**config.mk**
```make
export PLATFORM = sky130hd
export DESIGN_NAME = lower_layer_2_1_ctrl
export DESIGN_NICKNAME = d
export VERILOG_FILES = /design/src/rtl/lower_layer_2_1_ctrl.sv
export SDC_FILE = /design/constraint.sdc
export NUM_CORES = 1
export LEC_CHECK = 0
export CAP_MARGIN = 0
export CORE_AREA = 3 3 40 42
export DETAILED_ROUTE_END_ITERATION = 7
export DIE_AREA = 0 0 43 45
export PLACE_DENSITY_LB_ADDON = 0.15
export SETUP_SLACK_MARGIN = 0.1
export SLEW_MARGIN = 10
export SYNTH_ARGS = -nofsm -noshare
export SYNTH_HDL_FRONTEND = slang
export SYNTH_SLANG_ARGS = --single-unit
```
**constraint.sdc**
```tcl
create_clock -name i_clk -period 1.65 [get_ports i_clk]
set_input_delay 0.495 -clock i_clk [delete_from_list [all_inputs] [get_ports i_clk]]
set_output_delay 0.495 -clock i_clk [all_outputs]
set_load 0.01 [all_outputs]
```
**src/rtl/lower_layer_2_1_ctrl.sv**
```systemverilog
// Sequencing controller for the 2:1 lower-layer merge datapath: load/compare/swap/emit
// with a run counter that flags the last element of each fixed-length output run.
module lower_layer_2_1_ctrl #(
    parameter int RUN_LEN = 8
) (
    input  logic i_clk,
    input  logic i_rst,
    input  logic i_in_valid,
    output logic o_in_ready,
    input  logic i_cmp1,
    input  logic i_cmp2,
    output logic o_load,
    output logic o_swap,
    output logic o_sel,
    output logic o_out_valid,
    input  logic i_out_ready,
    output logic o_out_last,
    input  logic i_run_clr,
    output logic o_busy
);
    localparam int CNT_W = (RUN_LEN > 1) ? $clog2(RUN_LEN) : 1;
    localparam logic [CNT_W-1:0] LAST = CNT_W'(RUN_LEN - 1);

    typedef enum logic [1:0] {IDLE = 2'd0, CMP = 2'd1, EMIT = 2'd2} state_t;

    state_t           r_state;
    state_t           w_next;
    logic             r_sel;
    logic             r_swapped;
    logic [CNT_W-1:0] r_cnt;
    logic             w_hs;

    always_ff @(posedge i_clk or posedge i_rst) begin
        if (i_rst) r_state <= IDLE;
        else       r_state <= w_next;
    end

    // After one swap cmp2 is ignored, so equal D1/D2 cannot keep the FSM in CMP.
    always_comb begin
        w_next = r_state;
        case (r_state)
            IDLE:    if (i_in_valid) w_next = CMP;
            CMP:     if (!(i_cmp2 && !r_swapped)) w_next = EMIT;
            EMIT:    if (i_out_ready) w_next = IDLE;
            default: w_next = IDLE;
        endcase
    end

    always_comb begin
        o_in_ready  = (r_state == IDLE);
        o_load      = (r_state == IDLE) && i_in_valid;
        o_swap      = (r_state == CMP) && i_cmp2 && !r_swapped;
        o_out_valid = (r_state == EMIT);
        o_busy      = (r_state != IDLE);
        o_sel       = r_sel;
        o_out_last  = (r_state == EMIT) && (r_cnt == LAST);
    end

    assign w_hs = o_out_valid && i_out_ready;

    always_ff @(posedge i_clk or posedge i_rst) begin
        if (i_rst) begin
            r_sel     <= 1'b0;
            r_swapped <= 1'b0;
        end else begin
            if (o_load)      r_swapped <= 1'b0;
            else if (o_swap) r_swapped <= 1'b1;
            if (r_state == CMP && !o_swap) r_sel <= i_cmp1;
        end
    end

    // Clear has priority over an output handshake in the same cycle.
    always_ff @(posedge i_clk or posedge i_rst) begin
        if (i_rst)          r_cnt <= '0;
        else if (i_run_clr) r_cnt <= '0;
        else if (w_hs)      r_cnt <= (r_cnt == LAST) ? '0 : r_cnt + 1'b1;
    end
endmodule

```
==> metrics.txt <==
status finished with violations; failing checks setup timing; maximum number of pins on one net before global-route repair 8; global-route congestion overflow total 0; post-synth cell types 17; achievable frequency 574 MHz; clock latency on the worst-skew pair 0.25 ns; pre-CTS worst setup slack -0.632 ns; path type of the worst min-delay path in2async; vias per std cell 4.44; R2R setup slack 0.29 ns; number of hold-slack violations in the final timing report 0; Post-Syn Instances 37; die span in y 45 microns; wire length per cell after detailed routing 12.6 microns; number of placed cells counting well taps 74; antenna violations before repair 0; combined flip-flop and latch cell area 178 sq um; final critical-path share of the clock period 106%; leakage 0.406 nW; launch instance of the worst register-to-register path r_state[0]; type of element capturing the critical path primary output; Final HPWL DP 735 microns; Design Area, Final 758 sq um; number of top-level pins 14; Slew Viols, Final 0; Layout Cells excl Fill 87; share of final-layout standard cells stronger than drive strength 1 55.6%; total power consumption of the routed design 1.12 mW; buffer type at the clock tree root sky130_fd_sc_hd__clkbuf_4; Total Die Area 0.00194 sq mm; total number of nets in the final design 82; fraction of post-synthesis cell area in the top cell type by area 46.2%; leading area contributor after synthesis sky130_fd_sc_hd__dfrtp_1; depth of the worst register-to-register path 5; worst-case vdd ir drop 661 uV; Overall Global Routing Usage 12.8%; final count of negative-setup-slack endpoints 2; filler cell count in the final layout 109; number of buffers created by CTS 3; antenna-violating nets left 0; drt first-iter violations 2; RSZ-0062 raised after global routing yes; minimum setup slack in the final design -0.0924 ns; Max Fanout on Critical Path 2; Post-Place Cell Area 596 sq um; maximum level of the CTS H-tree 1; TritonCTS Sinks 7; Hold Buf Count CTS 0; first-pass GRT wire length 1730 microns; area of the multi-input gates 244 sq um; top cells by area, synth sky130_fd_sc_hd__dfrtp_1 46%, sky130_fd_sc_hd__mux2i_1 7.9%, sky130_fd_sc_hd__ha_1 6.6%, sky130_fd_sc_hd__nor2_1 5.9%, sky130_fd_sc_hd__nand3b_4 5.3%; register bit total from synthesis 7; CTS tree yes; Antenna Cells 0; number of max-cap violations 0; last weighted congestion value of the routability-driven placer 0.763; data arrival time of the critical path 1.25 ns; transition time of the tightest slew-check pin 0.266 ns; Synth warnings 0; row count 13; worst slew margin relative to its limit 82.2%; Max Buffers Root-to-Sink 2; net count of the mapped netlist 46; startpoint types register; vias in the first global route 427; worst setup skew after layout 0.00131 ns; type of the setup path with the least slack reg2out; detailed-route DRC error count 0; Mapped Avg Cell Area 10.2 sq um; core outline area 0.00128 sq mm; total of buffers placed on input and output ports 13; synthesized cell area 379 sq um; Die Span X 43 microns; initial core utilization 29.5%; Synth-to-Final Area Change 100%; Routed Wire Length 1100 microns; worst hold margin 0.475 ns; capture point of the worst reg-to-reg path o_sel; time the final worst path needs with I/O delays and setup 1.74 ns; power density of the placed cells 1470 mW/mm^2; clock-pin slew on the worst setup and hold paths 0.05 ns; Detailed Routing Iterations Pass 1 4; required time at the endpoint of the critical path 1.15 ns; Vias 386; sequential-to-total area share from yosys stat 46.2%
flip-flops by register name (all words and copies together) (netlist names):
name       cells
r_swapped      1
r_cnt          3
r_state        2
o_sel          1
layout by cell type, fill, tap and decap left out:
cell,count
sky130_fd_sc_hd__nor2b_4,1
sky130_fd_sc_hd__or3_1,1
sky130_fd_sc_hd__nor2b_1,1
sky130_fd_sc_hd__inv_1,3
sky130_fd_sc_hd__nand2b_4,1
sky130_fd_sc_hd__nor2_4,1
sky130_fd_sc_hd__and2_4,1
sky130_fd_sc_hd__nand3b_4,1
sky130_fd_sc_hd__clkdlybuf4s50_1,4
sky130_fd_sc_hd__clkbuf_4,3
sky130_fd_sc_hd__mux2_2,1
sky130_fd_sc_hd__buf_12,1
sky130_fd_sc_hd__clkbuf_1,1
sky130_fd_sc_hd__nand2_1,2
sky130_fd_sc_hd__dfrtp_1,5
sky130_fd_sc_hd__a21oi_2,1
sky130_fd_sc_hd__nor2_1,5
sky130_fd_sc_hd__buf_2,2
sky130_fd_sc_hd__nor3b_2,1
sky130_fd_sc_hd__buf_6,6
sky130_fd_sc_hd__ha_4,2
sky130_fd_sc_hd__mux2i_1,3
sky130_fd_sc_hd__inv_2,1
sky130_fd_sc_hd__dfrtp_2,2
sky130_fd_sc_hd__dlygate4sd2_1,3
sky130_fd_sc_hd__buf_4,15
sky130_fd_sc_hd__and2b_1,1
sky130_fd_sc_hd__o21ai_0,2
sky130_fd_sc_hd__a21o_1,1
where the power goes:
group	leakage (nW)	internal, mW	total, mW	switching (mW)
clock	0.0150	0.0925	0.159	0.0661
combinational	0.302	0.433	0.672	0.238
sequential	0.0884	0.227	0.286	0.0590
total	0.406	0.752	1.12	0.364
routing by layer:
layer	part of all wire, %	wire, microns	vias up	track usage [%]
li1	-	-	192	-
met1	33	362	179	11.4
met2	58	635	11	23.4
met3	6.1	67	4	4.38
met4	2.6	29	0	10.8
met5	0	0	-	0
metrics by stage:
stage / utilization [%] / setup TNS (ns)
floorplan: - / 0
global placement: 46.3 / -1.60
detailed placement: 46.3 / -1.85
CTS: 54.4 / -0.0895
global route: 59.0 / -0.226
finish: 59.0 / -0.106
repair_timing:
| action | CTS | global route |
|---|---|---|
| setup endpoints to repair | 8 | 6 |
| buffers inserted | 7 | 2 |
| pin swaps | 3 | 3 |
| gates resized for setup | 39 | 8 |
synth_stat cells:
master	instances
sky130_fd_sc_hd__and2_1	1
sky130_fd_sc_hd__mux2i_1	3
sky130_fd_sc_hd__nand3b_4	1
sky130_fd_sc_hd__a21o_1	1
sky130_fd_sc_hd__mux2_2	1
sky130_fd_sc_hd__a21oi_2	1
sky130_fd_sc_hd__nand2_1	2
sky130_fd_sc_hd__dfrtp_1	7
sky130_fd_sc_hd__inv_1	4
sky130_fd_sc_hd__nand2b_1	1
sky130_fd_sc_hd__and2b_1	1
sky130_fd_sc_hd__o21ai_0	2
sky130_fd_sc_hd__or3_1	1
sky130_fd_sc_hd__nor3b_1	1
sky130_fd_sc_hd__nor2b_1	2
sky130_fd_sc_hd__nor2_1	6
sky130_fd_sc_hd__ha_1	2
logic make-up after synthesis:
kind of cell             count (synthesis)  synth area share (%)
buffers and inverters                    4                  3.96
adder cells (fa/ha/maj)                  2                  6.60
flip-flops                               7                  46.2
AO/OA/AOI/OAI                            4                  6.93
AND/OR/NAND/NOR                         16                  25.4
multiplexers                             4                  10.9
layout make-up:
| type | count | share of cell area, % |
|---|---|---|
| Sequential cell | 7 | 23.4 |
| Clock buffer | 4 | 3.47 |
| Tap cell | 15 | 2.48 |
| Multi-Input combinational cell | 26 | 32.2 |
| Timing Repair Buffer | 31 | 36.5 |
| Inverter | 4 | 1.98 |
worst max-delay path by stage:
stage / startpoint / endpoint / slack, ns / cells after the start
floorplan: r_state[1] / o_load / 0.19 / 3
CTS: r_cnt[1] / o_out_last / -0.09 / 4
detailed placement: i_cmp2 / o_swap / -0.63 / 3
global route: r_cnt[0] / o_out_last / -0.12 / 4
global placement: i_cmp2 / o_swap / -0.53 / 3
finish: r_cnt[0] / o_out_last / -0.09 / 4
worst max-delay path, stage by stage (launching register included):
cell and delay (ns):
sky130_fd_sc_hd__dfrtp_1 0.42, sky130_fd_sc_hd__ha_4 0.19, sky130_fd_sc_hd__ha_4 0.15, sky130_fd_sc_hd__and2_4 0.13, sky130_fd_sc_hd__buf_6 0.11
Note: power is estimated with default switching activity, not from simulation.
